--- src/rtl/mem_port_arbiter_if.sv ---
// Requester and memory-side signals of the shared memory port.
interface mem_port_arbiter_if #(
  parameter int unsigned ADDR_WIDTH = 32,
  parameter int unsigned DATA_WIDTH = 32
);
  logic                  if_req;
  logic [ADDR_WIDTH-1:0] if_addr;
  logic                  if_ready;
  logic [DATA_WIDTH-1:0] if_rdata;
  logic                  if_err;

  logic                  d_req;
  logic                  d_we;
  logic [1:0]            d_wstrb;
  logic [ADDR_WIDTH-1:0] d_addr;
  logic [DATA_WIDTH-1:0] d_wdata;
  logic                  d_ready;
  logic [DATA_WIDTH-1:0] d_rdata;
  logic                  d_err;

  logic [ADDR_WIDTH-1:0] mem_address;
  logic                  mem_read_enable;
  logic                  mem_write_enable;
  logic [1:0]            mem_write_wstrb;
  logic [DATA_WIDTH-1:0] mem_write_data;
  logic                  mem_valid;
  logic [DATA_WIDTH-1:0] mem_read_data;

  // Environment side: core requesters plus the external memory.
  modport master (
    output if_req, if_addr, d_req, d_we, d_wstrb, d_addr, d_wdata,
    output mem_valid, mem_read_data,
    input  if_ready, if_rdata, if_err, d_ready, d_rdata, d_err,
    input  mem_address, mem_read_enable, mem_write_enable, mem_write_wstrb, mem_write_data
  );

  // Arbiter side.
  modport slave (
    input  if_req, if_addr, d_req, d_we, d_wstrb, d_addr, d_wdata,
    input  mem_valid, mem_read_data,
    output if_ready, if_rdata, if_err, d_ready, d_rdata, d_err,
    output mem_address, mem_read_enable, mem_write_enable, mem_write_wstrb, mem_write_data
  );
endinterface

--- src/rtl/mem_port_arbiter.sv ---
// Shares one external memory port between instruction fetch and load/store.
// Data wins contention until MAX_DATA_STREAK consecutive grants have starved
// fetch; a response timeout keeps a silent memory from hanging the core.
module mem_port_arbiter #(
  parameter int unsigned ADDR_WIDTH      = 32,
  parameter int unsigned DATA_WIDTH      = 32,
  parameter int unsigned MAX_DATA_STREAK = 4,
  parameter int unsigned TIMEOUT         = 255
) (
  input logic               clock,
  input logic               reset,
  mem_port_arbiter_if.slave bus
);
  localparam int unsigned SW     = (MAX_DATA_STREAK > 0) ? $clog2(MAX_DATA_STREAK + 1) : 1;
  localparam int unsigned TW     = (TIMEOUT > 0) ? $clog2(TIMEOUT + 1) : 1;
  localparam bit          TMO_EN = (TIMEOUT != 0);
  localparam logic [1:0]  WSTRB_WORD = 2'b10;

  typedef enum logic [1:0] {IDLE = 2'd0, BUSY_IF = 2'd1, BUSY_D = 2'd2, RESP = 2'd3} state_t;

  state_t                state_q, state_d;
  logic                  data_owner_q, data_owner_d;
  logic [SW-1:0]         streak_q, streak_d;
  logic [TW-1:0]         tmo_q, tmo_d, tmo_inc;
  logic                  tmo_hit, take_data;
  logic [ADDR_WIDTH-1:0] addr_q, addr_d;
  logic [DATA_WIDTH-1:0] wdata_q, wdata_d;
  logic [1:0]            wstrb_q, wstrb_d;
  logic                  rd_en_q, rd_en_d, wr_en_q, wr_en_d;
  logic                  if_ready_q, if_ready_d, if_err_q, if_err_d;
  logic [DATA_WIDTH-1:0] if_rdata_q, if_rdata_d;
  logic                  d_ready_q, d_ready_d, d_err_q, d_err_d;
  logic [DATA_WIDTH-1:0] d_rdata_q, d_rdata_d;

  // Next-state, grant and completion decisions.
  always_comb begin
    state_d      = state_q;
    data_owner_d = data_owner_q;
    streak_d     = streak_q;
    tmo_d        = tmo_q;
    addr_d       = addr_q;
    wdata_d      = wdata_q;
    wstrb_d      = wstrb_q;
    rd_en_d      = rd_en_q;
    wr_en_d      = wr_en_q;
    if_ready_d   = 1'b0;
    if_err_d     = 1'b0;
    if_rdata_d   = '0;
    d_ready_d    = 1'b0;
    d_err_d      = 1'b0;
    d_rdata_d    = '0;
    tmo_inc      = tmo_q + TW'(1);
    tmo_hit      = TMO_EN && (tmo_inc == TW'(TIMEOUT));
    take_data    = bus.d_req && (!bus.if_req || (streak_q < SW'(MAX_DATA_STREAK)));

    case (state_q)
      IDLE: begin
        rd_en_d = 1'b0;
        wr_en_d = 1'b0;
        tmo_d   = '0;
        if (take_data) begin
          state_d      = BUSY_D;
          data_owner_d = 1'b1;
          addr_d       = bus.d_addr;
          wdata_d      = bus.d_wdata;
          wstrb_d      = bus.d_wstrb;
          rd_en_d      = !bus.d_we;
          wr_en_d      = bus.d_we;
          // Streak only grows while fetch is actually waiting; it stops at the limit.
          streak_d     = bus.if_req ? streak_q + SW'(1) : '0;
        end else if (bus.if_req) begin
          state_d      = BUSY_IF;
          data_owner_d = 1'b0;
          addr_d       = bus.if_addr;
          wdata_d      = '0;
          wstrb_d      = WSTRB_WORD;
          rd_en_d      = 1'b1;
          wr_en_d      = 1'b0;
          streak_d     = '0;
        end
      end
      BUSY_IF, BUSY_D: begin
        tmo_d = tmo_inc;
        // A response arriving on the timeout cycle still counts as success.
        if (bus.mem_valid || tmo_hit) begin
          state_d = RESP;
          rd_en_d = 1'b0;
          wr_en_d = 1'b0;
          tmo_d   = '0;
          if (data_owner_q) begin
            d_ready_d = 1'b1;
            d_err_d   = !bus.mem_valid;
            d_rdata_d = (bus.mem_valid && !wr_en_q) ? bus.mem_read_data : '0;
          end else begin
            if_ready_d = 1'b1;
            if_err_d   = !bus.mem_valid;
            if_rdata_d = bus.mem_valid ? bus.mem_read_data : '0;
          end
        end
      end
      RESP: begin
        state_d = IDLE;
        tmo_d   = '0;
      end
      default: state_d = IDLE;
    endcase
  end

  // State and registered outputs; reset drops any in-flight access.
  always_ff @(posedge clock or negedge reset) begin
    if (!reset) begin
      state_q      <= IDLE;
      data_owner_q <= 1'b0;
      streak_q     <= '0;
      tmo_q        <= '0;
      addr_q       <= '0;
      wdata_q      <= '0;
      wstrb_q      <= '0;
      rd_en_q      <= 1'b0;
      wr_en_q      <= 1'b0;
      if_ready_q   <= 1'b0;
      if_err_q     <= 1'b0;
      if_rdata_q   <= '0;
      d_ready_q    <= 1'b0;
      d_err_q      <= 1'b0;
      d_rdata_q    <= '0;
    end else begin
      state_q      <= state_d;
      data_owner_q <= data_owner_d;
      streak_q     <= streak_d;
      tmo_q        <= tmo_d;
      addr_q       <= addr_d;
      wdata_q      <= wdata_d;
      wstrb_q      <= wstrb_d;
      rd_en_q      <= rd_en_d;
      wr_en_q      <= wr_en_d;
      if_ready_q   <= if_ready_d;
      if_err_q     <= if_err_d;
      if_rdata_q   <= if_rdata_d;
      d_ready_q    <= d_ready_d;
      d_err_q      <= d_err_d;
      d_rdata_q    <= d_rdata_d;
    end
  end

  assign bus.if_ready         = if_ready_q;
  assign bus.if_err           = if_err_q;
  assign bus.if_rdata         = if_rdata_q;
  assign bus.d_ready          = d_ready_q;
  assign bus.d_err            = d_err_q;
  assign bus.d_rdata          = d_rdata_q;
  assign bus.mem_address      = addr_q;
  assign bus.mem_read_enable  = rd_en_q;
  assign bus.mem_write_enable = wr_en_q;
  assign bus.mem_write_wstrb  = wstrb_q;
  assign bus.mem_write_data   = wdata_q;
endmodule

--- src/flat_wrapper.sv ---
// flat-port wrapper written by rule: the top's interface ports become plain ports
module mem_port_arbiter_flat 
#(
  parameter int unsigned ADDR_WIDTH      = 32,
  parameter int unsigned DATA_WIDTH      = 32,
  parameter int unsigned MAX_DATA_STREAK = 4,
  parameter int unsigned TIMEOUT         = 255
)
  (clock, reset, bus_if_req, bus_if_addr, bus_d_req, bus_d_we, bus_d_wstrb, bus_d_addr, bus_d_wdata, bus_mem_valid, bus_mem_read_data, bus_if_ready, bus_if_rdata, bus_if_err, bus_d_ready, bus_d_rdata, bus_d_err, bus_mem_address, bus_mem_read_enable, bus_mem_write_enable, bus_mem_write_wstrb, bus_mem_write_data);
  mem_port_arbiter_if #(.ADDR_WIDTH(ADDR_WIDTH), .DATA_WIDTH(DATA_WIDTH)) bus_i ();
  input logic clock;
  input logic reset;
  input wire logic [$bits(bus_i.if_req)-1:0] bus_if_req;
  input wire logic [$bits(bus_i.if_addr)-1:0] bus_if_addr;
  input wire logic [$bits(bus_i.d_req)-1:0] bus_d_req;
  input wire logic [$bits(bus_i.d_we)-1:0] bus_d_we;
  input wire logic [$bits(bus_i.d_wstrb)-1:0] bus_d_wstrb;
  input wire logic [$bits(bus_i.d_addr)-1:0] bus_d_addr;
  input wire logic [$bits(bus_i.d_wdata)-1:0] bus_d_wdata;
  input wire logic [$bits(bus_i.mem_valid)-1:0] bus_mem_valid;
  input wire logic [$bits(bus_i.mem_read_data)-1:0] bus_mem_read_data;
  output wire logic [$bits(bus_i.if_ready)-1:0] bus_if_ready;
  output wire logic [$bits(bus_i.if_rdata)-1:0] bus_if_rdata;
  output wire logic [$bits(bus_i.if_err)-1:0] bus_if_err;
  output wire logic [$bits(bus_i.d_ready)-1:0] bus_d_ready;
  output wire logic [$bits(bus_i.d_rdata)-1:0] bus_d_rdata;
  output wire logic [$bits(bus_i.d_err)-1:0] bus_d_err;
  output wire logic [$bits(bus_i.mem_address)-1:0] bus_mem_address;
  output wire logic [$bits(bus_i.mem_read_enable)-1:0] bus_mem_read_enable;
  output wire logic [$bits(bus_i.mem_write_enable)-1:0] bus_mem_write_enable;
  output wire logic [$bits(bus_i.mem_write_wstrb)-1:0] bus_mem_write_wstrb;
  output wire logic [$bits(bus_i.mem_write_data)-1:0] bus_mem_write_data;
  assign bus_i.if_req = bus_if_req;
  assign bus_i.if_addr = bus_if_addr;
  assign bus_i.d_req = bus_d_req;
  assign bus_i.d_we = bus_d_we;
  assign bus_i.d_wstrb = bus_d_wstrb;
  assign bus_i.d_addr = bus_d_addr;
  assign bus_i.d_wdata = bus_d_wdata;
  assign bus_i.mem_valid = bus_mem_valid;
  assign bus_i.mem_read_data = bus_mem_read_data;
  assign bus_if_ready = bus_i.if_ready;
  assign bus_if_rdata = bus_i.if_rdata;
  assign bus_if_err = bus_i.if_err;
  assign bus_d_ready = bus_i.d_ready;
  assign bus_d_rdata = bus_i.d_rdata;
  assign bus_d_err = bus_i.d_err;
  assign bus_mem_address = bus_i.mem_address;
  assign bus_mem_read_enable = bus_i.mem_read_enable;
  assign bus_mem_write_enable = bus_i.mem_write_enable;
  assign bus_mem_write_wstrb = bus_i.mem_write_wstrb;
  assign bus_mem_write_data = bus_i.mem_write_data;
  mem_port_arbiter #(.ADDR_WIDTH(ADDR_WIDTH), .DATA_WIDTH(DATA_WIDTH), .MAX_DATA_STREAK(MAX_DATA_STREAK), .TIMEOUT(TIMEOUT)) u_core (.clock(clock), .reset(reset), .bus(bus_i));
endmodule
--- config.mk ---
export PLATFORM = sky130hd
export DESIGN_NAME = mem_port_arbiter_flat
export DESIGN_NICKNAME = d
export VERILOG_FILES = /design/src/rtl/mem_port_arbiter_if.sv /design/src/rtl/mem_port_arbiter.sv /design/src/flat_wrapper.sv
export SDC_FILE = /design/constraint.sdc
export NUM_CORES = 1
export LEC_CHECK = 0
export ABC_AREA = 1
export CORE_MARGIN = 5
export CORE_UTILIZATION = 30
export CTS_BUF_LIST = sky130_fd_sc_hd__clkbuf_16
export DETAILED_ROUTE_END_ITERATION = 16
export GPL_ROUTABILITY_DRIVEN = 0
export PLACE_DENSITY = 0.66
export SKIP_LAST_GASP = 1
export SLEW_MARGIN = 5
export SYNTH_ARGS = -nofsm -noshare
export SYNTH_HDL_FRONTEND = slang
export SYNTH_SLANG_ARGS = --single-unit
--- constraint.sdc ---
create_clock -name clock -period 2.8 [get_ports clock]
set_clock_uncertainty 0.05 [all_clocks]
set_input_delay 0.28 -clock clock [delete_from_list [all_inputs] [get_ports clock]]
set_output_delay 0.28 -clock clock [all_outputs]
set_load 0.005 [all_outputs]
## Yosys cells after proc, flatten, opt, wreduce, memory -nomap -nowiden

Cells that the tools add are included.

- Flip-flop bits (word level): 150
- Output and inout port bits: 136
- Logic and storage cells: 83

- Add/subtract/negate cells: 2
- $lt $le $gt $ge: 1
- Eq/ne operators: 6
- Multiplexer cells: 43
- Reductions and logical operators: 16

Operators with widths:

| kind | count |
|---|---|
| two-way mux 32 bit | 12 |
| two-way mux 1 bit | 18 |
| one-hot mux 8 bit (2 select lines) | 1 |
| two-way mux 2 bit | 5 |
| two-way mux 3 bit | 3 |
| adder 8 x 1 -> 8 bit, second input constant | 1 |
| == test 8 bit, second input constant | 1 |
| two-way mux 8 bit | 1 |
| one-hot mux 2 bit (3 select lines) | 1 |
| AND reduction 2 bit | 3 |
| == test 2 bit, second input constant | 2 |
| logical NOT 1 bit | 4 |
| one-hot mux 1 bit (2 select lines) | 2 |
| nonzero test 2 bit | 2 |
| OR reduction 2 bit | 2 |
| adder 3 x 1 -> 3 bit, second input constant | 1 |
| < comparator 3 bit, second input constant | 1 |
| inequality test 3 x 2 -> 1 bit, second input constant | 1 |
| == test 2 x 1 -> 1 bit, second input constant | 1 |
| logical AND 1 bit | 2 |
| logical NOT 2 bit | 1 |
| logical OR 1 bit | 2 |
| inequality test 2 x 1 -> 1 bit, second input constant | 1 |

## Longest topological paths before layout

Gate-level depths: netlist of run 1.

- Depth in word-level cells: 6
- Depth in mapped cells: 12
- Depth with buffers taken out: 12

## Least setup slack after synthesis of run 1

OpenSTA, ideal clock, no wires.

- Path type: reg2reg
- Start: register u_core.state_q[0]
- End: register u_core.streak_q[1]
- Data arrival time: 1382 ps
- Required time: 2628 ps
- Setup slack: 1246 ps
- Cell stages (with the launch flop): 8
- Path buffers: 1
- Path through: dfrtp_1 -> inv_1 -> ha_1 -> inv_2 -> nor2_2 -> inv_2 -> clkbuf_1 -> a32o_1

- Word-level cells in the longest chain between the ends: 2

RTL lines:

| element | RTL line | source |
|---|---|---|
| start, declared | mem_port_arbiter.sv:21 | `state_t state_q, state_d;` |
| start signal, assigned | mem_port_arbiter.sv:128 | `state_q <= state_d;` |
| logical NOT 2 bit | mem_port_arbiter.sv:56 | `case (state_q)` |
| AND reduction 2 bit (no line) | - |  |
| end signal, assigned | mem_port_arbiter.sv:130 | `streak_q <= streak_d;` |
| end, declared | mem_port_arbiter.sv:23 | `logic [SW-1:0] streak_q, streak_d;` |

Every way passes these cells.
A chain may end at the register's enable or synchronous reset.

## Worst setup path after layout of run 1

- Start: register u_core.state_q[1]
- End: register u_core.addr_q[4], in the netlist u_core.bus.mem_address[4]

- Word-level cells in the longest chain between the ends: 2

RTL lines:

| element | RTL line | source |
|---|---|---|
| logical NOT 2 bit | mem_port_arbiter.sv:56 |  |
| AND reduction 2 bit (no line) | - |  |
| end signal, assigned | mem_port_arbiter.sv:132 | `addr_q <= addr_d;` |
| end, declared | mem_port_arbiter.sv:26 | `logic [ADDR_WIDTH-1:0] addr_q, addr_d;` |

Every way passes these cells.

==> results_dict.tcl, run 1 <==
set metrics [dict create \
    p_switching_mw 2.80 \
    rsz0062_at_grt "no" \
    endpoint "u_core.bus.mem_address[4]$_DFFE_PN0P_" \
    antenna_left 0 \
    startpoint_type "flop" \
    critPathLaunch "u_core.state_q[1]$_DFFE_PN0P_" \
    synth_area_leader_cell "dfrtp_1" \
    yosysSeqAreaShare_pct 65.9 \
    p_per_area_nw_per_um2 948 \
    worstHoldPathType "in2async" \
    cp.depth 7 \
    stdcell_area_um2 9240 \
    core_area_um2 18700 \
    drive_gt1_share_pct 6.17 \
    tightest_slew_ns 0.686 \
    synth_seq_cells 150 \
    drv_slew 0 \
    syn_to_final_growth_pct 62.1 \
    power_switching_share_pct 31.9 \
    vias_per_cell 4.60 \
    avgSynthCellArea_um2 10.4 \
    worstSetupPathType "reg2reg" \
    fp-row-count 50 \
    finalSetupViolations 0 \
    p_comb_share_pct 38.0 \
    dp_slack_ns 0.770 \
    clock.fmax_ghz 0.521 \
    cp.arrival_ns 2.20 \
    clk_pin_slew_ns 0.06 \
    end_kind "flop" \
    synth_cell_types 25 \
    cts_resized 0 \
    drt_iter0_drc 179 \
    r2r-start "u_core.state_q[1]$_DFFE_PN0P_" \
    slowest_delay_ns 0.53 \
    ioPinCount 272 \
    antenna_cells 0 \
    p_seq_share_pct 36.4 \
    r2r-end "u_core.bus.mem_address[4]$_DFFE_PN0P_" \
    p_int_mw 5.96 \
    drv_cap 0 \
    status "completed" \
    grt.overflow.total 0 \
    die_w_um 148 \
    cts_buffer_depth 2 \
    cts_setup_buffers 0 \
    fin_crit_ns 1.92 \
    critPathSlowestCell "buf_4" \
    ff2ff_path_depth 7 \
    initial_core_util_pct 30.5 \
    synth_nets 687 \
    dp.cells 1028 \
    synth_top_area_share_pct 65.9 \
    yosysWarningCount 0 \
    dr_total_vias 4885 \
    required_ns 3.08 \
    htree_levels 4 \
    wire_per_inst_um 16.4 \
    drt_first_pass_iters 4 \
    relSlewSlack_pct 54.3 \
    clkSinkCount 150 \
    worst-path-max-fanout 68 \
    worstPathCellList "inv_1, ha_1, inv_2, nor2_4, buf_4, nor2_1, a31oi_1" \
    root_buffer "clkbuf_16" \
    wl_um 17400 \
    ys_top_cells_by_area "dfrtp_1 66%, nand2_1 6.5%, a22o_1 5.1%" \
    drcViolationCount 0 \
    power_frac_clock_pct 25.6 \
    cts_tree "built" \
    dpl.hpwl_um 12500 \
    dieHeight_um 148 \
    r2r_setup_slack_ns 0.88 \
    path_buf_inv 3 \
    post-route-period-util_pct 68.6 \
    grt.total_usage_pct 16.1 \
    power.leakage_nw 4.18 \
    whs_ns 0.356 \
    vdd_drop_max_v 0.000394 \
    numCtsBuffers 17 \
    finalNetCount 954 \
    numPortBuffers 271 \
    fin_cells 1061 \
    placed_area_um2 8650 \
    fin_ws_ns 0.880 \
    grt_pass1_vias 5105 \
    dieArea_um2 21800 \
    clk-insertion-delay-late_ns 0.41 \
    synth_cells 547 \
    grt_pass1_wl_um 28000 \
    fin_tns_setup_ns 0 \
    cp_top_family "buffers and inverters" \
    grt_max_degree 69 \
    synth_area_um2 5700 \
    hold_violations 0 \
    antenna_found_initial 2 \
]
## placed cells by master (no fill, tap or decap), types with 2 or more instances in the layout
cell	netlist	routed
a21oi_1	2	2
a22o_1	33	33
a31oi_1	32	32
buf_4	0	8
bufinv_16	0	2
clkbuf_16	0	17
clkdlybuf4s50_1	0	270
clkinv_1	2	3
clkinv_2	0	3
clkinvlp_4	0	3
dfrtp_1	150	150
ha_1	4	4
inv_1	49	50
inv_2	4	4
inv_6	0	4
nand2_1	98	98
nand3_1	12	12
nand3_2	2	2
nand4_1	6	6
nor2_1	76	76
nor2_2	3	2
nor4_1	32	32
o21ai_0	3	3
## cell type report
type	instances	area (um^2)
clock inverters	15	151
multi-input cells	309	1600
clock buffers	17	425
inverters	55	206
well taps	234	293
flip-flops and latches	150	3750
fillers	1735	9470
repair buffers	281	2800
## layer usage
layer,up-vias,track usage (%),share of wire [%]
met1,2303,19.7,42
li1,2357,-,-
met2,195,26.2,48
met4,4,6.19,2.3
met5,-,0,0.12
met3,26,5.52,8.3
## stage by stage
stage | power (mW) | util [%]
after global placement | 6.56 | 46.2
after CTS | 8.93 | 49.4
final | 8.76 | 49.4
after global routing | 9.35 | 49.4
after floorplan | 4.61 | -
after detailed placement | 6.62 | 46.2
## what timing repair did
| item | 4_1_cts | 5_1_grt |
|---|---|---|
| hold buffers | 1 | 0 |
| endpoints found under the hold margin | 51 | 0 |
| endpoints found under the setup margin | 0 | 0 |
## sequential cells by signal, summed over array words and instances, names as in the netlist, 2 cells and up
name / count
u_core.bus.if_rdata: 32
u_core.bus.mem_write_data: 32
u_core.bus.d_rdata: 32
u_core.bus.mem_address: 32
u_core.state_q: 2
u_core.tmo_q: 8
u_core.streak_q: 3
u_core.bus.mem_write_wstrb: 2
## cells by family after synthesis
kind of cell	after synthesis	synth area share, %
and+or+nand+nor	231	17.6
DFF	150	65.9
buffers and inverters	88	6.06
AOI/OAI and AO/OA	74	9.60
adders and majority gates	4	0.878
## worst min-delay path by stage
stage               cells after the start                                end             startpoint  slack (ns)
floorplan                               0         u_core.bus.d_err$_DFF_PN0_                  reset       -0.07
global placement                        1    u_core.bus.d_rdata[1]$_DFF_PN0_                  reset        0.22
detailed placement                      1    u_core.bus.d_rdata[1]$_DFF_PN0_                  reset        0.22
CTS                                     3  u_core.bus.if_rdata[26]$_DFF_PN0_  bus_mem_read_data[26]        0.33
global route                            3  u_core.bus.if_rdata[26]$_DFF_PN0_  bus_mem_read_data[26]        0.35
finish                                  2    u_core.bus.d_rdata[1]$_DFF_PN0_                  reset        0.36
## power groups by stage
| stage | Sequential (mW) | Clock (mW) | Combinational [mW] |
|---|---|---|---|
| 2_1_floorplan | 3.26 | 0 | 1.36 |
| 3_3_place_gp | 3.21 | 0 | 3.35 |
| 3_5_place_dp | 3.23 | 0 | 3.39 |
| 4_1_cts | 3.20 | 2.32 | 3.40 |
| 5_1_grt | 3.28 | 2.42 | 3.65 |
| 6_report | 3.19 | 2.25 | 3.33 |
## Yosys cell counts, drive strengths merged
| library cell | count |
|---|---|
| a21oi | 2 |
| a22o | 33 |
| a31oi | 32 |
| a32o | 1 |
| buf | 7 |
| clkbuf | 26 |
| clkinv | 2 |
| dfrtp | 150 |
| ha | 4 |
| inv | 53 |
| nand2 | 99 |
| nand3 | 14 |
| nand4 | 6 |
| nor2 | 79 |
| nor4 | 32 |
| o21ai | 3 |
| o21bai | 1 |
| o22a | 1 |
| o22ai | 1 |
| or2 | 1 |
Power figures use the tool's default switching activity.
==> inputs of run 2 (changes only) <==
Clock period 2.8 ns to 2 ns, I/O delays scaled along.
==> results_dict.tcl, run 2 (synthesis gave the netlist of run 1 again) <==
set metrics [dict create \
    status "completed" \
    critPathLaunch "u_core.state_q[0]$_DFFE_PN0P_" \
    initial_core_util_pct 30.5 \
    ioPinCount 272 \
    routed.top_layer "met5" \
    finalSetupViolations 0 \
    hold_violations 0 \
    startpoint_type "flop" \
    drv_slew 0 \
    p_per_area_nw_per_um2 1360 \
    p_switching_mw 3.92 \
    tightest_slew_ns 0.691 \
    wl_met3_um 1630 \
    grt_pass1_vias 4909 \
    p_int_mw 8.80 \
    dieHeight_um 148 \
    layout_commonest_cell "clkdlybuf4s50_1" \
    drt_first_pass_iters 4 \
    required_ns 2.25 \
    drv_cap 0 \
    vias_per_cell 4.59 \
    endpoint "u_core.bus.d_rdata[30]$_DFF_PN0_" \
    finalNetCount 957 \
    r2r-start "u_core.state_q[0]$_DFFE_PN0P_" \
    worst-path-max-fanout 32 \
    most-common-layout-cells "270 x clkdlybuf4s50_1, 150 x dfrtp_1, 97 x nand2_1, 76 x nor2_1, 49 x inv_1" \
    htree_levels 4 \
    power_switching_share_pct 30.8 \
    fin_tns_setup_ns 0 \
    grt.overflow.total 0 \
    drcViolationCount 0 \
    grt.total_usage_pct 15.9 \
    vdd_drop_max_v 0.000658 \
    met1_length_um 7100 \
    wire_per_inst_um 16.2 \
    clk_pin_slew_ns 0.06 \
    clk-insertion-delay-late_ns 0.41 \
    p_seq_share_pct 35.1 \
    numCtsBuffers 17 \
    power.leakage_nw 4.23 \
    post-route-period-util_pct 88.6 \
    antenna_cells 0 \
    cp.arrival_ns 2.02 \
    syn_to_final_growth_pct 64.6 \
    clkSinkCount 150 \
    end_kind "flop" \
    dpl.hpwl_um 12500 \
    worstSetupPathType "reg2reg" \
    grt_pass1_wl_um 27300 \
    whs_ns 0.229 \
    numPortBuffers 271 \
    wl_met2_um 8170 \
    r2r_setup_slack_ns 0.23 \
    fin_crit_ns 1.77 \
    grt_max_degree 58 \
    cts_buffer_depth 2 \
    worstHoldPathType "in2async" \
    core_area_um2 18700 \
    ff2ff_path_depth 5 \
    antenna_left 0 \
    clock.fmax_ghz 0.564 \
    fp-row-count 50 \
    r2r-end "u_core.bus.d_rdata[30]$_DFF_PN0_" \
    dieArea_um2 21800 \
    relSlewSlack_pct 53.9 \
    die_w_um 148 \
    wl_um 17200 \
    p_comb_share_pct 37.2 \
    antenna_found_initial 2 \
    nFillCells 1720 \
    drt_iter0_drc 197 \
    dr_total_vias 4877 \
    drive_gt1_share_pct 6.63 \
    cts_tree "built" \
    power_frac_clock_pct 27.7 \
    root_buffer "clkbuf_16" \
]
-- run 2: final cells by class --
| type | instances | area, um^2 | area share, % |
|---|---|---|---|
| clock buffers | 17 | 425 | 4.54 |
| clock inverters | 14 | 220 | 2.35 |
| inverters | 55 | 206 | 2.20 |
| multi-input cells | 309 | 1620 | 17.2 |
| flip-flops and latches | 150 | 3750 | 40.0 |
| well taps | 234 | 293 | 3.12 |
| repair buffers | 284 | 2860 | 30.5 |
-- run 2: worst min path at each step --
stage | startpoint | endpoint | slack (ns) | cells after the start
floorplan | reset | u_core.bus.d_err$_DFF_PN0_ | -0.15 | 0
global placement | reset | u_core.bus.d_rdata[9]$_DFF_PN0_ | 0.1 | 1
detailed placement | reset | u_core.bus.if_rdata[9]$_DFF_PN0_ | 0.1 | 1
CTS | reset | u_core.bus.if_rdata[8]$_DFF_PN0_ | 0.23 | 2
global route | reset | u_core.bus.if_rdata[11]$_DFF_PN0_ | 0.25 | 2
finish | reset | u_core.bus.d_rdata[10]$_DFF_PN0_ | 0.23 | 2
-- run 2: per-stage QoR --
step / power, mW / cell area, um^2 / cells / worst slack [ns] / utilization [%]
after floorplan: 6.46 / 5700 / 547 / 0.446 / -
after global placement: 9.25 / 8700 / 1030 / 0.155 / 46.5
after detailed placement: 9.30 / 8700 / 1030 / 0.141 / 46.5
after CTS: 12.9 / 9360 / 1062 / 0.179 / 50.0
after global routing: 13.5 / 9380 / 1063 / -0.0248 / 50.1
final: 12.7 / 9380 / 1063 / 0.228 / 50.1
-- run 2: metal layers --
layer | GRT usage, % | vias to the layer above
li1 | - | 2367
met4 | 4.94 | 4
met3 | 6.59 | 18
met1 | 19.4 | 2302
met5 | 0 | -
met2 | 25.7 | 186
-- run 2: worst max-delay path, cell delays in order, from the launching register on --
cell and delay (ns):
dfrtp_1 0.35, inv_1 0.05, ha_1 0.48, inv_2 0.09
buf_4 0.26, nor4_1 0.36
-- run 2: power by group through the flow --
| stage | Clock (mW) | Sequential (mW) | Combinational, mW |
|---|---|---|---|
| finish | 3.52 | 4.47 | 4.73 |
| global route | 3.76 | 4.59 | 5.18 |
| CTS | 3.62 | 4.48 | 4.79 |
| detailed placement | 0 | 4.53 | 4.77 |
| global placement | 0 | 4.51 | 4.75 |
| floorplan | 0 | 4.56 | 1.90 |
-- run 2: repair_timing --
action | 4_1_cts | 5_1_grt
endpoints found under the hold margin | 38 | 0
buffers inserted | 0 | 1
gates resized for setup | 0 | 3
hold buffers | 1 | 0
endpoints found under the setup margin | 0 | 4
